File: config.mk
export PLATFORM = sky130hd
export DESIGN_NAME = instr_encoder
export DESIGN_NICKNAME = d
export VERILOG_FILES = /design/src/rtl/instr_encoder.sv
export SDC_FILE = /design/constraint.sdc
export NUM_CORES = 1
export LEC_CHECK = 0
export BUFFER_PORTS_ARGS = -buffer_cell sky130_fd_sc_hd__buf_2
export CAP_MARGIN = 20
export CORE_AREA = 4 4 96 116
export CTS_CLUSTER_DIAMETER = 30
export DETAILED_ROUTE_END_ITERATION = 12
export DIE_AREA = 0 0 100 120
export PLACE_DENSITY_LB_ADDON = 0.12
export SYNTH_ARGS = -nofsm -noshare
export SYNTH_HDL_FRONTEND = slang
export SYNTH_SLANG_ARGS = --single-unit
File: constraint.sdc
create_clock -name clk -period 3.1 [get_ports clk]
set_clock_uncertainty 0.15 [all_clocks]
set_input_delay 0.155 -clock clk [delete_from_list [all_inputs] [get_ports clk]]
set_output_delay 0.155 -clock clk [all_outputs]
set_load 0.01 [all_outputs]
File: src/rtl/instr_encoder.sv
// rtl/instr_encoder.sv - RV32 instruction-field packer with 2-entry output FIFO and delivery counters
module instr_encoder #(
  parameter int WIDTH = 32
) (
  input  logic             clk,
  input  logic             rst,
  input  logic             in_valid,
  output logic             in_ready,
  input  logic [6:0]       in_opcode,
  input  logic [4:0]       in_rd,
  input  logic [4:0]       in_rs1,
  input  logic [4:0]       in_rs2,
  input  logic [2:0]       in_funct3,
  input  logic [6:0]       in_funct7,
  input  logic [WIDTH-1:0] in_imm,
  output logic             out_valid,
  input  logic             out_ready,
  output logic [WIDTH-1:0] out_instr,
  output logic             out_err,
  output logic [15:0]      enc_count,
  output logic [15:0]      err_count
);

  localparam logic [6:0] OP_IMM    = 7'b0010011;
  localparam logic [6:0] OP_LOAD   = 7'b0000011;
  localparam logic [6:0] OP_STORE  = 7'b0100011;
  localparam logic [6:0] OP_BRANCH = 7'b1100011;
  localparam logic [6:0] OP_LUI    = 7'b0110111;
  localparam logic [6:0] OP_AUIPC  = 7'b0010111;
  localparam logic [6:0] OP_JAL    = 7'b1101111;
  localparam logic [6:0] OP_REG    = 7'b0110011;

  localparam logic [15:0] COUNT_MAX = 16'hFFFF;

  // Representability: the bits above the field's sign bit must all copy it.
  logic fits_i;
  logic fits_b;
  logic fits_j;

  assign fits_i = (&in_imm[31:11]) | ~(|in_imm[31:11]);
  assign fits_b = (&in_imm[31:12]) | ~(|in_imm[31:12]);
  assign fits_j = (&in_imm[31:20]) | ~(|in_imm[31:20]);

  logic [WIDTH-1:0] enc_instr;
  logic             enc_err;

  // Pack the fields by format; errored known formats still emit the truncated packing.
  always_comb begin
    enc_instr = '0;
    enc_err   = 1'b0;
    case (in_opcode)
      OP_IMM, OP_LOAD: begin
        enc_instr = {in_imm[11:0], in_rs1, in_funct3, in_rd, in_opcode};
        enc_err   = ~fits_i;
      end
      OP_STORE: begin
        enc_instr = {in_imm[11:5], in_rs2, in_rs1, in_funct3, in_imm[4:0], in_opcode};
        enc_err   = ~fits_i;
      end
      OP_BRANCH: begin
        enc_instr = {in_imm[12], in_imm[10:5], in_rs2, in_rs1, in_funct3,
                     in_imm[4:1], in_imm[11], in_opcode};
        enc_err   = in_imm[0] | ~fits_b;
      end
      OP_LUI, OP_AUIPC: begin
        enc_instr = {in_imm[31:12], in_rd, in_opcode};
        enc_err   = |in_imm[11:0];
      end
      OP_JAL: begin
        enc_instr = {in_imm[20], in_imm[10:1], in_imm[11], in_imm[19:12], in_rd, in_opcode};
        enc_err   = in_imm[0] | ~fits_j;
      end
      OP_REG: begin
        enc_instr = {in_funct7, in_rs2, in_rs1, in_funct3, in_rd, in_opcode};
        enc_err   = 1'b0;
      end
      default: begin
        enc_instr = '0;
        enc_err   = 1'b1;
      end
    endcase
  end

  // Two-slot ring buffer; the 1-bit pointers wrap naturally.
  logic [WIDTH-1:0] fifo_instr [2];
  logic             fifo_err   [2];
  logic             wr_ptr;
  logic             rd_ptr;
  logic [1:0]       count;
  logic             push;
  logic             pop;

  assign in_ready  = (count != 2'd2) && !rst;
  assign out_valid = (count != 2'd0);
  assign push      = in_valid && in_ready;
  // Reset discards pending words, so nothing is delivered in a reset cycle.
  assign pop       = out_valid && out_ready && !rst;

  assign out_instr = out_valid ? fifo_instr[rd_ptr] : '0;
  assign out_err   = out_valid ? fifo_err[rd_ptr]   : 1'b0;

  // FIFO storage, pointers and occupancy; push and pop in one cycle leave occupancy unchanged.
  always_ff @(posedge clk) begin
    if (rst) begin
      wr_ptr <= 1'b0;
      rd_ptr <= 1'b0;
      count  <= 2'd0;
      for (int i = 0; i < 2; i++) begin
        fifo_instr[i] <= '0;
        fifo_err[i]   <= 1'b0;
      end
    end else begin
      if (push) begin
        fifo_instr[wr_ptr] <= enc_instr;
        fifo_err[wr_ptr]   <= enc_err;
        wr_ptr             <= ~wr_ptr;
      end
      if (pop) begin
        rd_ptr <= ~rd_ptr;
      end
      case ({push, pop})
        2'b10:   count <= count + 2'd1;
        2'b01:   count <= count - 2'd1;
        default: count <= count;
      endcase
    end
  end

  // Delivery counters, saturating so a long run never wraps back to small values.
  always_ff @(posedge clk) begin
    if (rst) begin
      enc_count <= 16'd0;
      err_count <= 16'd0;
    end else if (pop) begin
      if (enc_count != COUNT_MAX) begin
        enc_count <= enc_count + 16'd1;
      end
      if (out_err && (err_count != COUNT_MAX)) begin
        err_count <= err_count + 16'd1;
      end
    end
  end

endmodule

# Yosys cells after proc, flatten, opt, wreduce, memory -nomap -nowiden
# Memories as Yosys holds them, arrays and structs flattened. A register that Yosys moved wholly into a read port is not among the register bits.
# Cells that the tools add are included.
totals:
  reg_bits: 36
  latchBits: 0
  mem_bits_rw: 66
  rom_bits: 0
  inputBits: 68
  mem_count: 2
mem_list:
  columns: ["name", "depth", "word_bits", "read_ports", "rd_ports_with_merged_regs", "write_ports", "line", "rtl"]
  rows:
  - ["fifo_instr", 2, 32, 1, 1, 2, "85", "logic [WIDTH-1:0] fifo_instr [2];"]
  - ["fifo_err", 2, 1, 1, 1, 2, "86", "logic fifo_err [2];"]
op_classes:
  addsub: 4
  mul: 0
  div_mod_pow: 0
  order_cmp: 0
  eq_ne: 13
  n_shift: 0
  muxes: 20
  bitwise_logic: 13
  n_reduce_logical: 22
op_table:
  columns: ["cell", "count"]
  rows:
  - ["case mux 32 bit (6 select lines)", 1]
  - ["2-to-1 mux 32 bit", 2]
  - ["adder 16 x 1 -> 16 bit, second input constant", 2]
  - ["!= test 16 bit, second input constant", 2]
  - ["OR reduction 32 bit", 1]
  - ["OR reduction 12 bit", 2]
  - ["== test 7 x 6 -> 1 bit, second input constant", 3]
  - ["AND reduction 21 bit", 1]
  - ["OR reduction 21 bit", 1]
  - ["AND reduction 20 bit", 1]
  - ["OR reduction 20 bit", 1]
  - ["2-to-1 mux 1 bit", 15]
  - ["== test 7 x 5 -> 1 bit, second input constant", 2]
  - ["== test 7 bit, second input constant", 2]
  - ["AND reduction 12 bit", 1]
  - ["NOT 1 bit", 8]
  - ["== test 7 x 2 -> 1 bit, second input constant", 1]
  - ["logical AND 1 bit", 5]
  - ["OR 1 bit", 5]
  - ["case mux 1 bit (5 select lines)", 1]
  - ["case mux 2 bit (2 select lines)", 1]
  - ["AND reduction 2 bit", 2]
  - ["nonzero test 2 bit", 2]
  - ["OR reduction 2 bit", 2]
  - ["8 further kinds", 8]

# Logic depth before layout (Yosys ltp)
# Gate-level depths: netlist of the first run.
logic_depth:
  depth_word: 8
  mapped_depth: 9
  ltp_nobuf: 7

# Least setup slack after synthesis of the first run
# Ideal clock, no wire load.
synth_timing:
  path_kind: "flip-flop to flip-flop"
  start: "reg count[0]"
  end: "mem fifo_err[0], enable pin"
  arrival_time_ps: 1995
  path_slack_ps: 564
  stages_incl_launch_ff: 7
  n_path_buf: 2
  path_cell_list: "dfxtp_1 buf_4 inv_1 a21oi_1 nand3b_1 clkbuf_1 nand2_1"
synth_rtl:
  columns: ["element", "line", "rtl"]
  rows:
  - ["from (decl)", "89", "logic [1:0] count;"]
  - ["from (signal assigned)", "122", "2'b10: count <= count + 2'd1;"]
  - ["from (signal assigned)", "123", "2'b01: count <= count - 2'd1;"]
  - ["from (signal assigned)", "124", "default: count <= count;"]
  - ["to (decl)", "86", null]

# Worst setup path after layout of the first run
layout_timing:
  start: "reg enc_count[0]"
  end: "reg enc_count[6]"
layout_via:
  elab_chain_len: 2
  word_cells_on_any_way: 3
  classes_between: "1 x add/sub; 1 x eq/ne; 1 x reduce/logical"
layout_lines:
  columns: ["element", "line", "rtl"]
  rows:
  - ["from (decl)", "20", "output logic [15:0] enc_count,"]
  - ["from (signal assigned)", "136", "enc_count <= enc_count + 16'd1;"]
  - ["branches (longest 2 deep; another with adder 16 x 1 -> 16 bit)", null, null]
# Parallel ways; which one is timed is not known.
# A chain may end at the register's enable or synchronous reset.

==> metrics.txt, run 1 <==
Sink Count around 100; crit path max fanout 14; I/O Pins ~140; routed wire length between 10,000 and 15,000 µm; Syn Nets roughly 580; setup TNS 0 ns; final setup fails 0; Post-synth ARST share 0%; Buf/Inv on CP 0; hold endpoint fifo_instr[1][25]$_SDFFCE_PN0P_; mapped cell area between 5000 and 6000 µm²; I/O Buffers 134; worst reg2reg setup slack between 0.8 and 0.9 ns; vias in the first global route approximately 4,400; Vias/cell between 5 and 6; max cap viols 0; most frequent cells in the layout 134 x buf_2, 126 x nor2_1, 66 x edfxtp_1, 36 x mux2i_1, 36 x dfxtp_1; min Tclk post-route between 2 and 2.5 ns; total CTS buffers 9; HP Start in_funct7[0]; Worst-Skew Late Latency ~0.34 ns; Synth Instances a little over 500; total chip power about 0.0031 W; initial antenna violation count 2; ant diodes 0; RSZ-0062 raised after global routing no; Slew @ Worst Pin between 0.8 and 0.9 ns; VDD IR max 0.000278 V; number of routed nets with antenna violations 0; dominant synthesized flop cell edfxtp_1; DIE AREA 12,000 µm²; most common cell after layout, fill and taps aside buf_2; top cell type's share of synthesized area 38.4%; reg2reg start enc_count[0]$_SDFFE_PP0P_; area grow syn2layout 22.2%; Rel. slew slack ~45%; post-route clock period utilization a little under three quarters; clk buf depth 2; DR WL/cell 16.9 µm; startpoint types flop; Distinct cells, synth 55; clock-pin slew on the worst setup and hold paths about 0.07 ns; Lkg Pwr ~2.5 nW; Worst path max stage delay 0.46 ns; Yosys top cell by area edfxtp_1; cells along the critical path ha_1 > and4_1 > nand4_1 > o2111ai_1 > xor2_1 > nor2_1; Slowest-stage cell, CP nand4_1; outcome completed; TritonRoute pass-1 iters 5; global-route wire length before repair roughly 21,000 µm; grt ovf 0; Slew Limit Fails 0; Layout Nets roughly 720; Seq/Total Area, Yosys ~53%; CP Class reg2reg; hold crit path type in2reg; Iter 0 DRT Violations approximately 240; die height approximately 120 µm; Initial Utilization about half; DR DRC count 0; cts repair resizes 0; die width ~100 µm; fillers about 900; CP top delay family simple AND/OR/NAND/NOR gates; estimated wirelength of the detail-placed design around 9700 µm; global placement routability congestion 0.935; Synth Area per Inst 10.1 µm²; GRT Overall Usage 22.2%; CTS tree done; core area 9960 µm²; RR Endpoint enc_count[6]$_SDFFE_PP0P_; Required @ worst endpoint 3.18 ns; row cnt 40; Synth Warn # 0; post-layout util between 60% and 70%; largest net degree at the start of global routing 35; Area contributors post-synth edfxtp_1 38%, dfxtp_1 14%, nor2_1 9.2%; Worst Hold Depth 3; share of cells above drive strength 1 approximately a quarter; H-tree depth 3; crit end category flop; Max Clock Freq 0.448 GHz; R2R depth 6; WP data arrival between 2 and 2.5 ns; Final Hold Viols 0; power per cell area about 500 nW/µm²; clk root buf clkbuf_16; EDFF count, synth 66; #FFs+latches synth about 100; DR vias ~4,500
[power by group]
group,internal (W),switching [W]
Combinational,0.000156,0.000251
Sequential,0.00151,0.0000226
Clock,0.000705,0.000485
Total,0.00237,0.000758
[stage by stage]
step                hold WS [ns]  instance area, µm²  cells  worst slack, ns
detailed placement         0.313                5950    755            0.712
floorplan                  0.213                5160    511            0.564
global placement           0.304                5950    755            0.894
finish                    0.0108                6300    775            0.870
CTS                     0.000565                6300    775            0.869
global route              0.0173                6300    775            0.708
[cell usage after synthesis, types with 3 or more instances]
cell,instances
nor3_1,6
and4_1,6
nand2_1,19
mux2i_1,36
nand3_1,17
xor2_1,14
buf_2,6
inv_2,4
clkbuf_1,14
a222oi_1,11
buf_1,4
ha_1,3
nand4_1,14
xnor2_1,12
and2_1,6
a31oi_1,5
a22oi_1,13
inv_1,6
nor4_1,15
dfxtp_1,37
o211ai_1,7
o21ai_0,6
a21oi_1,12
and3_1,7
nor2_1,127
edfxtp_1,66
[repair_timing]
action	CTS	global route
hold endpoints to repair	4	0
hold buffers	4	0
setup buffers	0	0
[flip-flops by register name (all words and copies together), names as in the netlist, named ones only]
| signal | cells |
|---|---|
| rd_ptr | 1 |
| fifo_instr | 64 |
| err_count | 16 |
| count | 2 |
| enc_count | 16 |
| wr_ptr | 1 |
| fifo_err | 2 |
[cells by family (layout without fill, tap and decap cells)]
group / count (synthesis) / count (layout) / share of synthesized area [%]
and+or+nand+nor: 237 / 237 / 22.3
DFF: 103 / 103 / 52.8
AOI/OAI and AO/OA: 70 / 70 / 9.82
muxes: 36 / 36 / 6.98
buffers and inverters: 36 / 174 / 2.98
xor gates and xnor gates: 26 / 26 / 4.41
adders and majority gates: 3 / 3 / 0.728
[cell type report]
class / instances / area, µm² / share of cell area (%)
repair buffers: 148 / 786 / 12.5
inverters: 10 / 37.5 / 0.595
multi-input cells: 372 / 2290 / 36.3
flip-flops and latches: 103 / 2720 / 43.2
well taps: 126 / 158 / 2.50
clock buffers: 10 / 229 / 3.63
clock inverters: 6 / 85.1 / 1.35
[metal layers]
metal  vias up  track usage [%]  share of wire, %
li1       2159                -                 -
met1      2124             26.2                39
met2       174             37.7                51
met3        34             4.71               6.9
met4         4             11.0               3.1
met5         -                0              0.11
[worst max path at each step]
stage	startpoint	endpoint	slack, ns	depth (start not counted)
after detailed placement	in_opcode[4]	fifo_instr[0][28]$_SDFFCE_PN0P_	0.71	7
after floorplan	count[0]$_SDFFE_PP0P_	fifo_err[0]$_SDFFCE_PN0P_	0.56	6
after CTS	count[0]$_SDFFE_PP0P_	err_count[10]$_SDFFE_PP0P_	0.87	5
final	enc_count[0]$_SDFFE_PP0P_	enc_count[6]$_SDFFE_PP0P_	0.87	6
after global placement	in_opcode[4]	fifo_instr[0][30]$_SDFFCE_PN0P_	0.89	7
after global routing	err_count[0]$_SDFFE_PP0P_	err_count[0]$_SDFFE_PP0P_	0.71	6
[tightest hold or removal path: cells and delay by family]
kind,cells,cell delay [ns]
buf+inv,1,0.08
simple gates,1,0.09
compound gates,1,0.06
Power figures use the tool's default switching activity.
==> run 2, diff against run 1 <==
CORE_AREA = 4 4 100 121   (was 4 4 96 116)
DIE_AREA = 0 0 104 125   (was 0 0 100 120)
clock period = 2.01 ns   (was 3.1 ns; I/O delays follow)
==> run 2 against run 1 <==
  * Wire length is 4.0% higher
  * Combinational power grew 77%
  * Utilization down 0.67 points
  * Via count rose by 2.5%
  * Power rose by 53%
  * Sequential cell count did not move
  * Largest power group unchanged
==> metrics.txt, run 2 (same netlist as run 1, synthesis figures left out) <==
Worst path max stage delay 0.61 ns; grt met3 use under 10%; final setup fails 0; crit path max fanout 6; DR vias about 4,600; power per cell area 698 nW/µm²; die height 125 µm; Sink Count between 100 and 150; Fin Hold WS 0.0112 ns; Slew @ Worst Pin slightly above 0.5 ns; routed wire length roughly 14,000 µm; global route hottest layer met2; startpoint types input pin; min Tclk post-route slightly below 2 ns; vias in the first global route ~4,500; total CTS buffers 9; clk root buf clkbuf_16; DR WL/cell 16.4 µm; cells along the critical path buf_2 > and4bb_2 > a21oi_1 > o22ai_2 > a222oi_1 > dlygate4sd3_1 > nor2_1; TritonRoute pass-1 iters 7; most common cell after layout, fill and taps aside buf_2; Max Clock Freq slightly above 0.5 GHz; CP Class in2reg; estimated wirelength of the detail-placed design 9740 µm; cell-internal power around 0.0036 W; Slowest-stage cell, CP dlygate4sd3_1; outcome completed; reg2reg start count[1]$_SDFFE_PP0P_; ant diodes 0; VDD IR max around 0.00042 V; Slew Limit Fails 0; clk buf depth 2; sequential power share approximately half; global-route wire length before repair 21,400 µm; most flop-heavy register fifo_instr; DR DRC count 0; hold crit path type in2reg; Vias/cell 5.57; CP top delay family compound AO/OA/AOI/OAI gates; die width roughly 100 µm; Logic pwr share 15.1%; largest net degree at the start of global routing 35; initial antenna violation count 1; most frequent cells in the layout 134 x buf_2, 126 x nor2_1, 66 x edfxtp_1, 36 x mux2i_1, 34 x dfxtp_1; global placement routability congestion ~0.92; met1 Resource Use GR 23.8%; core area between 10,000 and 15,000 µm²; setup TNS 0 ns; row cnt 42; post-route clock period utilization a little over nine tenths; area grow syn2layout 32.7%; Buf/Inv on CP 2; Clk pwr share 35.4%; RSZ-0062 raised after global routing yes; met2 Use GR a little over a third; DIE AREA between 10,000 and 15,000 µm²; Worst-Skew Late Latency 0.33 ns; Lkg Pwr ~2.7 nW; Required @ worst endpoint about 2.0 ns; I/O Pins roughly 140; worst reg2reg setup slack approximately 0.070 ns; hold endpoint fifo_instr[1][17]$_SDFFCE_PN0P_; Iter 0 DRT Violations ~260; biggest regs fifo_instr: 64 flops, enc_count: 16 flops, err_count: 16 flops; Final Hold Viols 0; NetSw between 0.001 and 0.0015 W; share of cells above drive strength 1 approximately 30%; R2R depth 5; Sw Share between 20% and 30%; max cap viols 0; RR Endpoint err_count[6]$_SDFFE_PP0P_; dpl ws between 0.05 and 0.06 ns; max FFs per register 64; H-tree depth 3; WP data arrival roughly 1.9 ns; Rel. slew slack between 60% and 70%; grt ovf 0; crit end category flop; fin worst setup slack roughly 0.063 ns; I/O Buffers 134; number of routed nets with antenna violations 0; Layout Nets approximately 760; Initial Utilization a little under half; clock-pin slew on the worst setup and hold paths ~0.07 ns; Worst Hold Depth 3; CTS tree done; HP Start in_imm[17]; GRT Overall Usage 20.1%
[run 2: worst max path at each step]
stage	start	to	slack, ns	cells past startpoint
finish	in_opcode[2]	fifo_instr[1][28]$_SDFFCE_PN0P_	0.06	7
global route	in_opcode[2]	fifo_instr[1][28]$_SDFFCE_PN0P_	-0.03	7
CTS	in_opcode[2]	fifo_instr[1][28]$_SDFFCE_PN0P_	0.02	7
detailed placement	count[1]$_SDFFE_PP0P_	err_count[13]$_SDFFE_PP0P_	0.05	5
global placement	count[1]$_SDFFE_PP0P_	err_count[13]$_SDFFE_PP0P_	0.10	5
floorplan	count[0]$_SDFFE_PP0P_	err_count[9]$_SDFFE_PP0P_	0.01	7
[run 2: timing repair]
| item | in CTS | in global routing |
|---|---|---|
| gates resized for setup | 0 | 15 |
| hold buffers | 29 | 0 |
| buffers inserted | 0 | 1 |
| endpoints found under the hold margin | 43 | 0 |
| setup endpoints to repair | 0 | 55 |
[run 2: power by group through the flow]
stage | Sequential (W) | Clock, W | Combinational [W]
2_1_floorplan | 0.00240 | 0 | 0.000376
5_1_grt | 0.00238 | 0.00181 | 0.000777
3_5_place_dp | 0.00241 | 0 | 0.000671
3_3_place_gp | 0.00241 | 0 | 0.000663
6_report | 0.00237 | 0.00169 | 0.000721
4_1_cts | 0.00236 | 0.00174 | 0.000712
[run 2: through the flow]
stage,utilization (%),power (W),cell area [µm²],instances
2_1_floorplan,-,0.00278,5180,511
3_3_place_gp,56.6,0.00307,6180,780
3_5_place_dp,56.6,0.00308,6180,780
4_1_cts,61.9,0.00482,6760,825
5_1_grt,62.6,0.00496,6850,827
6_report,62.6,0.00478,6850,827
[run 2: cell type report]
class	instances	area, µm²
clock buffers	10	229
clock inverters	6	61.3
fillers	924	4080
inverters	10	37.5
multi-input cells	373	2370
flip-flops and latches	103	2730
well taps	132	165
repair buffers	193	1250
[run 2: tightest hold or removal path, delay by kind of cell]
family | cells | cell delay [ns]
buffers and inverters | 1 | 0.11
AND/OR/NAND/NOR | 1 | 0.09
AO/OA/AOI/OAI | 1 | 0.08
[run 2: per-layer routing]
layer / routed length, µm / part of all wire (%)
met1: 5650 / 42
met2: 6930 / 51
met3: 745 / 5.5
met4: 266 / 2.0
met5: 7 / 0.051
==> run 3, diff against run 2 <==
HOLD_SLACK_MARGIN = 0.1   (was unset)
PLACE_DENSITY = 0.75   (was unset)
PLACE_DENSITY_LB_ADDON = unset   (was 0.12)
==> run 3 against run 2 <==
  * Highest routed layer is now met4
  * Sequential power about the same
  * Non-clock buffer count up 28
  * Global-route usage up 1.4 points
  * Largest cell class unchanged
==> metrics.txt, run 3 (same netlist as run 1, synthesis figures left out) <==
outcome completed; row cnt 42; DR DRC count 0; core area 10,900 µm²; I/O Buffers 134; DIE AREA around 13,000 µm²; die height approximately 130 µm; TritonRoute pass-1 iters 6; Rel. slew slack about 62%; Sw Share 25.2%; share of cells above drive strength 1 29.0%; area grow syn2layout 38.9%; most frequent cells in the layout 134 x buf_2, 126 x nor2_1, 66 x edfxtp_1, 57 x dlygate4sd3_1, 36 x mux2i_1; dpl ws -0.0190 ns; initial antenna violation count 0; global placement routability congestion 0.919; VDD IR max about 0.00045 V; hold crit path type in2reg; crit path max fanout 15; DR vias 4,956; NetSw between 0.001 and 0.0015 W; most common cell after layout, fill and taps aside buf_2; Lkg Pwr between 2 and 3 nW; CP Class in2reg; Final Hold Viols 0; GRT Overall Usage 21.4%; number of routed nets with antenna violations 0; max cap viols 0; ant diodes 0; CTS tree done; Sink Count between 100 and 150; startpoint types input pin; final setup fails 0; crit end category flop; min Tclk post-route just under 2 ns; clock-pin slew on the worst setup and hold paths approximately 0.060 ns; estimated wirelength of the detail-placed design 9750 µm; WP data arrival 1.89 ns; Max Clock Freq 0.513 GHz; die width between 100 and 150 µm; Clk pwr share around 33%; Worst-Skew Late Latency approximately 0.33 ns; routed wire length 14,400 µm; Logic pwr share approximately 16%; DR WL/cell around 17 µm; post-route clock period utilization a little over nine tenths; sequential power share about 50%; biggest regs fifo_instr: 64 flops, enc_count: 16 flops, err_count: 16 flops; Required @ worst endpoint around 2 ns; Slew Limit Fails 0; clk buf depth 2; most flop-heavy register fifo_instr; max FFs per register 64; fin worst setup slack 0.0614 ns; Iter 0 DRT Violations ~350; Layout Nets between 700 and 800; I/O Pins ~140; Vias/cell slightly below 6; cell-internal power around 0.0035 W; vias in the first global route roughly 5,000; clk root buf clkbuf_16; grt ovf 0; H-tree depth 3; global-route wire length before repair ~23,000 µm; Slew @ Worst Pin 0.575 ns; Initial Utilization 47.2%; largest net degree at the start of global routing 39; total CTS buffers 9; post-layout util about two thirds; power per cell area about 650 nW/µm²
[run 3: power by group through the flow]
stage	sequential [W]	clock, W	combinational [W]
6_report	0.00237	0.00156	0.000756
5_1_grt	0.00238	0.00167	0.000818
4_1_cts	0.00237	0.00159	0.000736
3_5_place_dp	0.00241	0	0.000662
3_3_place_gp	0.00241	0	0.000649
2_1_floorplan	0.00240	0	0.000376
[run 3: final timing paths]
check	startpoint	endpoint	slack [ns]	cells after the start
max	in_opcode[4]	fifo_instr[0][22]$_SDFFCE_PN0P_	0.06	7
min	in_imm[31]	fifo_instr[1][31]$_SDFFCE_PN0P_	0.15	4
max reg2reg	count[1]$_SDFFE_PP0P_	err_count[15]$_SDFFE_PP0P_	0.08	5
min reg2reg	wr_ptr$_SDFFE_PP0P_	wr_ptr$_SDFFE_PP0P_	0.34	2
[run 3: metrics by stage]
step                cell area, µm²  power, W  instances  setup TNS (ns)  hold WS (ns)
floorplan                     5180   0.00278        511               0        0.0875
CTS                           7030   0.00469        853               0         0.128
detailed placement            6180   0.00307        780         -0.0190         0.303
finish                        7170   0.00468        855               0         0.149
global placement              6180   0.00306        780               0         0.288
global route                  7170   0.00487        855         -0.0637         0.156
[run 3: routing by layer]
metal | share of wire [%] | up-vias | GRT usage [%] | routed length [µm]
met5 | 0 | - | 0 | 0
met4 | 3.7 | 0 | 9.47 | 533
met3 | 7.4 | 52 | 4.43 | 1060
met2 | 50 | 265 | 38.0 | 7210
met1 | 39 | 2331 | 25.1 | 5550
li1 | - | 2308 | - | -
[run 3: what timing repair did]
action,CTS,global route
cloned,0,1
pin swaps,0,3
resized for setup,1,25
endpoints found under the setup margin,1,91
hold buffers,57,0
hold endpoints to repair,52,0
buffers inserted,0,1
[run 3: layout make-up]
| class | instances | area, µm² |
|---|---|---|
| tap | 132 | 165 |
| clock buffer | 10 | 229 |
| inverter | 10 | 37.5 |
| multi-input combinational | 373 | 2440 |
| clock inverter | 6 | 37.5 |
| sequential | 103 | 2730 |
| timing repair buffer | 221 | 1530 |
| fill | 839 | 3760 |
[run 3: critical path, stage by stage]
cell and delay (ns):
buf_2 0.15, nor3b_1 0.16, and4_1 0.23, buf_4 0.19, a222oi_1 0.37, dlygate4sd3_1 0.63, nor2_1 0.05
